### src/rtl/elevator_dispatcher.sv
// Collective-control scheduler for one elevator car: latches calls, picks direction, drives motor and door.
// Optional macro DOOR_HOLD_EN: door_hold keeps reloading the door timer while the door is open.
module elevator_dispatcher #(
   parameter  int FLOORS      = 3,
   parameter  int DOOR_CYCLES = 16,
   localparam int FW          = $clog2(FLOORS)
) (
   input  logic              clk,
   input  logic              rst_n,
   input  logic [FLOORS-1:0] car_call,
   input  logic [FLOORS-1:0] hall_up,
   input  logic [FLOORS-1:0] hall_dn,
   input  logic [FLOORS-1:0] floor_sns,
   input  logic              door_hold,
   output logic [1:0]        motor,
   output logic              door_open,
   output logic [FW-1:0]     cur_floor,
   output logic [FLOORS-1:0] pending
);

   localparam int                TW     = (DOOR_CYCLES > 1) ? $clog2(DOOR_CYCLES) : 1;
   localparam logic [TW-1:0]     T_LOAD = TW'(DOOR_CYCLES - 1);
   localparam logic [FLOORS-1:0] ONE    = FLOORS'(1);
   localparam logic [FLOORS-1:0] TOP    = ONE << (FLOORS - 1);

   typedef enum logic [1:0] {IDLE, MOVE, DOOR} state_t;

   state_t            state_q, state_d;
   logic              dir_q, dir_d;
   logic [FW-1:0]     floor_q, floor_d;
   logic [FLOORS-1:0] car_q, car_d, up_q, up_d, dn_q, dn_d;
   logic [TW-1:0]     timer_q, timer_d;
   logic [1:0]        motor_q, motor_d;
   logic              door_q, door_d;

   logic [FLOORS-1:0] up_btn, dn_btn, cur_oh, nxt_oh, lat_mask, pend;
   logic [FW-1:0]     nxt_floor;
   logic              pend_ahead, pend_behind, nxt_ahead, sns_hit, stop_nxt, hit_cur, hold;

   // Floors strictly beyond the one-hot position oh, upward when up=1, else downward.
   function automatic logic [FLOORS-1:0] beyond(input logic [FLOORS-1:0] oh, input logic up);
      return up ? ~(oh | (oh - ONE)) : (oh - ONE);
   endfunction

   assign up_btn    = hall_up & ~TOP;
   assign dn_btn    = hall_dn & ~ONE;
   assign pend      = car_q | up_q | dn_q;
   assign cur_oh    = ONE << floor_q;
   assign nxt_oh    = dir_q ? (cur_oh << 1) : (cur_oh >> 1);
   assign nxt_floor = dir_q ? floor_q + FW'(1) : floor_q - FW'(1);

   assign pend_ahead  = |(pend & beyond(cur_oh, dir_q));
   assign pend_behind = |(pend & beyond(cur_oh, ~dir_q));
   assign nxt_ahead   = |(pend & beyond(nxt_oh, dir_q));
   assign sns_hit     = |(floor_sns & nxt_oh);
   assign stop_nxt    = |(car_q & nxt_oh) | |((dir_q ? up_q : dn_q) & nxt_oh)
                        | |(nxt_oh & (TOP | ONE)) | ~nxt_ahead;

   // With the door open, calls for this floor refresh the dwell instead of latching.
   assign hit_cur  = |((car_call | up_btn | dn_btn) & cur_oh);
   assign lat_mask = (state_q == DOOR) ? ~cur_oh : '1;

`ifdef DOOR_HOLD_EN
   assign hold = door_hold;
`else
   logic unused_door_hold;
   assign unused_door_hold = door_hold;
   assign hold = 1'b0;
`endif

   always_ff @(posedge clk or negedge rst_n) begin
      if (!rst_n) begin
         state_q <= IDLE;
         dir_q   <= 1'b1;
         floor_q <= '0;
         car_q   <= '0;
         up_q    <= '0;
         dn_q    <= '0;
         timer_q <= '0;
         motor_q <= 2'b00;
         door_q  <= 1'b0;
      end else begin
         state_q <= state_d;
         dir_q   <= dir_d;
         floor_q <= floor_d;
         car_q   <= car_d;
         up_q    <= up_d;
         dn_q    <= dn_d;
         timer_q <= timer_d;
         motor_q <= motor_d;
         door_q  <= door_d;
      end
   end

   always_comb begin
      state_d = state_q;
      dir_d   = dir_q;
      floor_d = floor_q;
      timer_d = timer_q;
      car_d   = car_q | (car_call & lat_mask);
      up_d    = up_q | (up_btn & lat_mask);
      dn_d    = dn_q | (dn_btn & lat_mask);
      unique case (state_q)
         IDLE: begin
            if (|(pend & cur_oh)) begin
               state_d = DOOR;
               timer_d = T_LOAD;
               car_d   = car_d & ~cur_oh;
               up_d    = up_d & ~cur_oh;
               dn_d    = dn_d & ~cur_oh;
            end else if (pend_ahead) begin
               state_d = MOVE;
            end else if (pend_behind) begin
               dir_d   = ~dir_q;
               state_d = MOVE;
            end
         end
         MOVE: begin
            if (sns_hit) begin
               floor_d = nxt_floor;
               if (stop_nxt) begin
                  state_d = DOOR;
                  timer_d = T_LOAD;
                  car_d   = car_d & ~nxt_oh;
                  if (dir_q) up_d = up_d & ~nxt_oh;
                  else       dn_d = dn_d & ~nxt_oh;
                  if (!nxt_ahead) begin
                     if (dir_q) dn_d = dn_d & ~nxt_oh;
                     else       up_d = up_d & ~nxt_oh;
                  end
               end
            end
         end
         DOOR: begin
            if (hit_cur || hold) begin
               timer_d = T_LOAD;
            end else if (timer_q != '0) begin
               timer_d = timer_q - TW'(1);
            end else if (pend_ahead) begin
               state_d = MOVE;
            end else if (pend_behind) begin
               dir_d   = ~dir_q;
               state_d = MOVE;
            end else begin
               state_d = IDLE;
            end
         end
         default: state_d = IDLE;
      endcase
   end

   always_comb begin
      motor_d = 2'b00;
      door_d  = 1'b0;
      if (state_d == MOVE) motor_d = dir_d ? 2'b10 : 2'b01;
      if (state_d == DOOR) door_d = 1'b1;
   end

   assign motor     = motor_q;
   assign door_open = door_q;
   assign cur_floor = floor_q;
   assign pending   = pend;

endmodule

### config.mk
export PLATFORM = sky130hd
export DESIGN_NAME = elevator_dispatcher
export DESIGN_NICKNAME = d
export VERILOG_FILES = /design/src/rtl/elevator_dispatcher.sv
export SDC_FILE = /design/constraint.sdc
export NUM_CORES = 1
export LEC_CHECK = 0
export BUFFER_PORTS_ARGS = -buffer_cell sky130_fd_sc_hd__buf_4
export CORE_ASPECT_RATIO = 1.5
export CORE_MARGIN = 10
export CORE_UTILIZATION = 50
export DETAILED_ROUTE_END_ITERATION = 10
export GPL_ROUTABILITY_DRIVEN = 0
export GPL_TIMING_DRIVEN = 0
export PLACE_DENSITY = 0.7
export SLEW_MARGIN = 20
export SYNTH_ARGS = -nofsm -noshare
export SYNTH_HDL_FRONTEND = slang
export SYNTH_SLANG_ARGS = --single-unit
export TNS_END_PERCENT = 10
### constraint.sdc
create_clock -name clk -period 2.95 [get_ports clk]
set_input_delay 0.59 -clock clk [delete_from_list [all_inputs] [get_ports clk]]
set_output_delay 0.59 -clock clk [all_outputs]
set_load 0.005 [all_outputs]
# Word level (Yosys, flattened, before mapping)
# Cells that the tools add are included.
# word_totals
regBits	21
input_bits	15
out_inout_bits	8
elab_cells	130
# classes
addsub	5
eq_ne	8
shift	1
mux	56
n_bitwise	37
n_reduce_logical	14
# op_table
op	n
3-bit two-way mux	27
3-bit bitwise AND	18
3-bit OR	8
3-bit OR reduction	8
2-bit two-way mux	10
4-bit two-way mux	5
3-bit one-hot mux with 2 select lines	3
3-bit inverter	4
4-bit one-hot mux with 3 select lines	1
1-bit two-way mux	8
2-bit inequality test (second input constant)	3
2-bit one-hot mux with 3 select lines	1
3-bit by 1-bit subtractor with 3-bit output (second input constant)	2
5-bit AND reduction	1
2-bit by 1-bit equality test with 1-bit output (second input constant)	2
2-bit equality test (second input constant)	2
4-bit nonzero test	1
4-bit by 1-bit subtractor with 4-bit output (second input constant)	1
2-bit by 3-bit bitwise AND with 3-bit output	1
3-bit by 2-bit inequality test with 1-bit output (second input constant)	1
1-bit OR	3
3-bit by 2-bit OR with 3-bit output	1
3-bit nonzero test	1
1-bit by 2-bit left shift with 3-bit output (first input constant)	1
other kinds (7)	8

# Depth between registers and ports, before layout
# logic_depth
depth_word	19
ltp_mapped	8
ltp_nobuf	7

# Worst setup path after synthesis
# Ideal clock, no wire load.
# synth_timing
path_type	register to register
startpoint	register dn_q[0]
endpoint	register timer_q[1]
setup_time_ps	128
t_arrival_ps	1784
required_ps	2822
slack_ps	1038
path_stages_with_launch	8
path_buffers	1
synth_period_minus_slack_ps	1912
cell_sequence	dfrtp_1 > or3_1 > buf_2 > a21oi_2 > o32ai_1 > a21o_1 > o21ai_4 > mux2_1
# synth_between
elab_cells_between_ends	15
classes_between	eq/ne (2); mux (1); bitwise (8); reduce/logical (4)
# synth_lines
element	line_no	rtl
from (decl)	31	logic [FLOORS-1:0] car_q, car_d, up_q, up_d, dn_q, dn_d;
from (signal assigned)	88	dn_q <= dn_d;
3-bit OR (*)	47	assign pend = car_q | up_q | dn_q;
named net pending[0]	18	output logic [FLOORS-1:0] pending
3-bit bitwise AND	54	assign nxt_ahead = |(pend & beyond(nxt_oh, dir_q));
3-bit OR reduction	54	
1-bit inverter	57	| |(nxt_oh & (TOP | ONE)) | ~nxt_ahead;
1-bit OR	57	
2-bit inequality test (no source line)	--	
5-bit AND reduction (no source line) (*)	--	
to (signal assigned)	89	timer_q <= timer_d;
to (decl)	32	logic [TW-1:0] timer_q, timer_d;
# The timed path passes the listed nets; every way through them passes the cells marked *.
# A chain may end at the register's enable or synchronous reset.

# Final worst setup path
# layout_timing
startpoint	register dir_q
endpoint	register timer_q[1]
# layout_between
elab_chain_len	11
elab_cells_between_ends	22
classes_between	add/sub (1); eq/ne (2); mux (3); bitwise (10); reduce/logical (6)
# layout_rtl
element	line_no	rtl
from (decl)	29	logic dir_q, dir_d;
from (signal assigned)	84	dir_q <= dir_d;
3-bit two-way mux	49	assign nxt_oh = dir_q ? (cur_oh << 1) : (cur_oh >> 1);
3-bit by 1-bit subtractor with 3-bit output	42	return up ? ~(oh | (oh - ONE)) : (oh - ONE);
3-bit OR	42	
3-bit inverter	42	
3-bit two-way mux	42	
3-bit bitwise AND	54	
3-bit OR reduction	54	
1-bit inverter	57	
1-bit OR	57	
2-bit inequality test (no source line)	--	
5-bit AND reduction (no source line) (*)	--	
# Every way passes the cells marked *; elsewhere a longest branch is shown, timed or not.

==> metrics.json <==
{
  "synth.yosys.seq_area_share": {"value": 41.3, "unit": "%"},
  "synthesis.area_per_instance": {"value": 9.05, "unit": "um^2"},
  "ys_types": {"value": 47},
  "async_reset_ff_share": {"value": 100, "unit": "%"},
  "numCtsBuffers": {"value": 3},
  "nFillCells": {"value": 223},
  "total_leakage_power": {"value": 0.617, "unit": "nW"},
  "holdCritPathClass": {"value": "input port to async pin"},
  "timing.critical_path.slowest_stage_cell": {"value": "sky130_fd_sc_hd__dfstp_2"},
  "rows": {"value": 22},
  "yosys_register_bits": {"value": 21},
  "cp-endpoint": {"value": "timer_q[1]$_DFFE_PN0P_"},
  "clock_tree.htree_level_count": {"value": 1},
  "grt_setup_unrepaired": {"value": "false"},
  "grt_start_max_net_pins": {"value": 22},
  "number_of_enable_flip_flop_cells_after_synthesis": {"value": 0},
  "critical_path.endpoint_type": {"value": "register"},
  "setup.worst_path.start": {"value": "dir_q$_DFF_PN1_"},
  "detailedRoute.firstPassIterationCount": {"value": 4},
  "via_count": {"value": 1151},
  "synth.largest_area_cell": {"value": "sky130_fd_sc_hd__dfrtp_1"},
  "fraction_of_final_layout_cells_with_drive_strength_greater_than_1": {"value": 23.8, "unit": "%"},
  "grt_usage": {"value": 13.6, "unit": "%"},
  "worst_slew_margin_rel": {"value": 67.1, "unit": "%"},
  "ctsRootBufferMaster": {"value": "sky130_fd_sc_hd__clkbuf_4"},
  "initial_antenna_violation_count": {"value": 0},
  "path_cells": {"value": "buf_2 -> nand3b_1 -> o22ai_1 -> a41oi_1 -> a21o_1 -> o21ai_4 -> mux2_1"},
  "post_synth_main_area_contributors": {"value": "sky130_fd_sc_hd__dfrtp_1, sky130_fd_sc_hd__nor2_1, sky130_fd_sc_hd__a211oi_1"},
  "critical-path-top-delay-family": {"value": "compound AO/OA/AOI/OAI gates"},
  "die_w": {"value": 61.3, "unit": "um"},
  "layout_min_cycle_time": {"value": 2.19, "unit": "ns"},
  "setup_violations": {"value": 0},
  "final.setup.worst_slack": {"value": 0.763, "unit": "ns"},
  "clock.fmax": {"value": 457, "unit": "MHz"},
  "start_kind": {"value": "register"},
  "top_level_ports": {"value": 23},
  "postCtsSetupBuffers": {"value": 0},
  "drt_first_iter_violations": {"value": 64},
  "placement.setup.worst_slack": {"value": 0.776, "unit": "ns"},
  "final_max_slew_viol_count": {"value": 0},
  "p_per_area": {"value": 818, "unit": "mW/mm^2"},
  "finalHoldViolations": {"value": 0},
  "synthDominantCellAreaShare": {"value": 39.2, "unit": "%"},
  "antenna_cells": {"value": 0},
  "holdWs": {"value": 0.145, "unit": "ns"},
  "floorplan.core_area": {"value": 0.00245, "unit": "mm^2"},
  "post_cts_resize_count": {"value": 0},
  "post_dp_cell_area": {"value": 0.00145, "unit": "mm^2"},
  "worst_clock_skew": {"value": 0.00305, "unit": "ns"},
  "multi_input_logic_area": {"value": 681, "unit": "um^2"},
  "die_height": {"value": 81.9, "unit": "um"},
  "routed_wire_length": {"value": 3080, "unit": "um"},
  "reg2reg_to": {"value": "timer_q[1]$_DFFE_PN0P_"},
  "critical_path_class": {"value": "register to register"},
  "area_delta_synth_final": {"value": 15.7, "unit": "%"},
  "cap_violations": {"value": 0},
  "dpl.hpwl": {"value": 2430, "unit": "um"},
  "clk-insertion-delay-late": {"value": 0.30, "unit": "ns"},
  "peakVddDrop": {"value": 0.478, "unit": "mV"},
  "sequential_cell_area": {"value": 527, "unit": "um^2"},
  "regToRegSetupSlack": {"value": 0.76, "unit": "ns"},
  "clkSlewWorstSetupHoldPaths": {"value": 0.11, "unit": "ns"},
  "cp_data_arrival_time": {"value": 2.38, "unit": "ns"},
  "netlist_area_before_placement": {"value": 0.00128, "unit": "mm^2"},
  "worstPathMaxFanout": {"value": 10},
  "num-nets-final": {"value": 181},
  "design.die.area": {"value": 0.00501, "unit": "mm^2"},
  "critical_path.n_buffers_inverters": {"value": 1},
  "initial_utilization": {"value": 52.1, "unit": "%"},
  "post_route_setup_tns": {"value": 0, "unit": "ns"},
  "ant_nets": {"value": 0},
  "fin_util": {"value": 60.3, "unit": "%"},
  "synth.cells.most_frequent": {"value": "sky130_fd_sc_hd__dfrtp_1, sky130_fd_sc_hd__nor2_1, sky130_fd_sc_hd__a21oi_1, sky130_fd_sc_hd__inv_1, sky130_fd_sc_hd__nand2_1"},
  "place_inst": {"value": 184},
  "drt-wirelength-per-cell": {"value": 16.4, "unit": "um"},
  "synth_flop_cell": {"value": "sky130_fd_sc_hd__dfrtp_1"},
  "cts.sinks": {"value": 21},
  "mappedNetlistNets": {"value": 157},
  "critical_path_cell_count": {"value": 7},
  "worst_slew_pin_slew": {"value": 0.489, "unit": "ns"},
  "yosysWarningCount": {"value": 0},
  "place.port_buffers": {"value": 19},
  "global_route_wire_length_before_repair": {"value": 5270, "unit": "um"},
  "ff2ff_path_depth": {"value": 7},
  "total_power": {"value": 1.21, "unit": "mW"},
  "critical-path-max-stage-delay": {"value": 0.55, "unit": "ns"},
  "worstReg2RegStart": {"value": "dir_q$_DFF_PN1_"},
  "first_global_vias": {"value": 1160},
  "grt_overflow_total": {"value": 0},
  "finalNonFillerCells": {"value": 188},
  "syn_inst": {"value": 141},
  "vias_per_cell": {"value": 6.12},
  "post-route-drc-count": {"value": 0},
  "outcome": {"value": "complete, no violations"},
  "postLayoutCellArea": {"value": 0.00148, "unit": "mm^2"},
  "tritoncts": {"value": "built"},
  "critical_path_rt": {"value": 3.15, "unit": "ns"},
  "cts-hold-fix-buffers": {"value": 0},
  "cts_buffer_depth": {"value": 2},
  "final.period_utilization": {"value": 74.1, "unit": "%"}
}
worst min-delay path by stage:
| stage | from | to | cells after the start |
|---|---|---|---|
| finish | rst_n | dn_q[1]$_DFF_PN0_ | 1 |
| global route | rst_n | dn_q[1]$_DFF_PN0_ | 1 |
| CTS | rst_n | cur_floor[0]$_DFFE_PN0P_ | 1 |
| detailed placement | rst_n | cur_floor[0]$_DFFE_PN0P_ | 1 |
| global placement | rst_n | cur_floor[0]$_DFFE_PN0P_ | 1 |
| floorplan | rst_n | car_q[0]$_DFF_PN0_ | 0 |
worst register-to-register path, delay by kind of cell, from the launching register on:
family | cells | cell delay, ns
AOI/OAI and AO/OA | 4 | 0.86
muxes | 1 | 0.31
buffers and inverters | 1 | 0.20
DFF | 1 | 0.55
and+or+nand+nor | 1 | 0.16
cells in the final DEF (no fill, tap or decap), types with 4 or more instances in the layout:
| master | n |
|---|---|
| sky130_fd_sc_hd__a211oi_1 | 6 |
| sky130_fd_sc_hd__a21oi_1 | 8 |
| sky130_fd_sc_hd__buf_2 | 4 |
| sky130_fd_sc_hd__buf_4 | 21 |
| sky130_fd_sc_hd__dfrtp_1 | 20 |
| sky130_fd_sc_hd__inv_1 | 7 |
| sky130_fd_sc_hd__nand2_1 | 7 |
| sky130_fd_sc_hd__nand2b_1 | 5 |
| sky130_fd_sc_hd__nor2_1 | 20 |
| sky130_fd_sc_hd__nor2b_1 | 4 |
| sky130_fd_sc_hd__nor3_1 | 5 |
| sky130_fd_sc_hd__o21ai_0 | 5 |
cell type report:
type                    instances  area share [%]
repair buffers                 19            9.66
clock inverters                 1           0.339
plain buffers                   7            2.63
well taps                      24            2.03
multi-input cells             105            46.1
inverters                       8            2.03
flip-flops and latches         21            35.7
clock buffers                   3            1.53
routing by layer:
| metal | global-route usage [%] | wire [um] | vias to the layer above | share of wire [%] |
|---|---|---|---|---|
| met2 | 23.7 | 1620 | 41 | 53 |
| met3 | 2.62 | 214 | 13 | 6.9 |
| met1 | 14.5 | 1140 | 546 | 37 |
| li1 | - | - | 551 | - |
| met4 | 8.03 | 106 | 0 | 3.4 |
| met5 | 0 | 0 | - | 0 |
report_power, final:
part / total [mW] / switching (mW) / internal (mW)
logic: 0.606 / 0.349 / 0.257
registers: 0.465 / 0.0774 / 0.387
clock network: 0.137 / 0.0864 / 0.0506
logic make-up (layout without fill, tap and decap cells):
family	after synthesis	in the layout	synth area share (%)
xor+xnor	3	3	2.06
simple gates	56	56	23.5
compound gates	41	41	23.5
mux	4	4	3.24
buf+inv	15	38	5.39
fa+ha+maj	1	1	0.980
flops	21	21	41.3
sequential cells by signal, indices dropped and copies added (netlist names):
signal	flops
state_q	2
cur_floor	2
door_open	1
dn_q	3
timer_q	4
motor	2
car_q	3
up_q	3
dir_q	1
(Power assumes the default switching activity.)
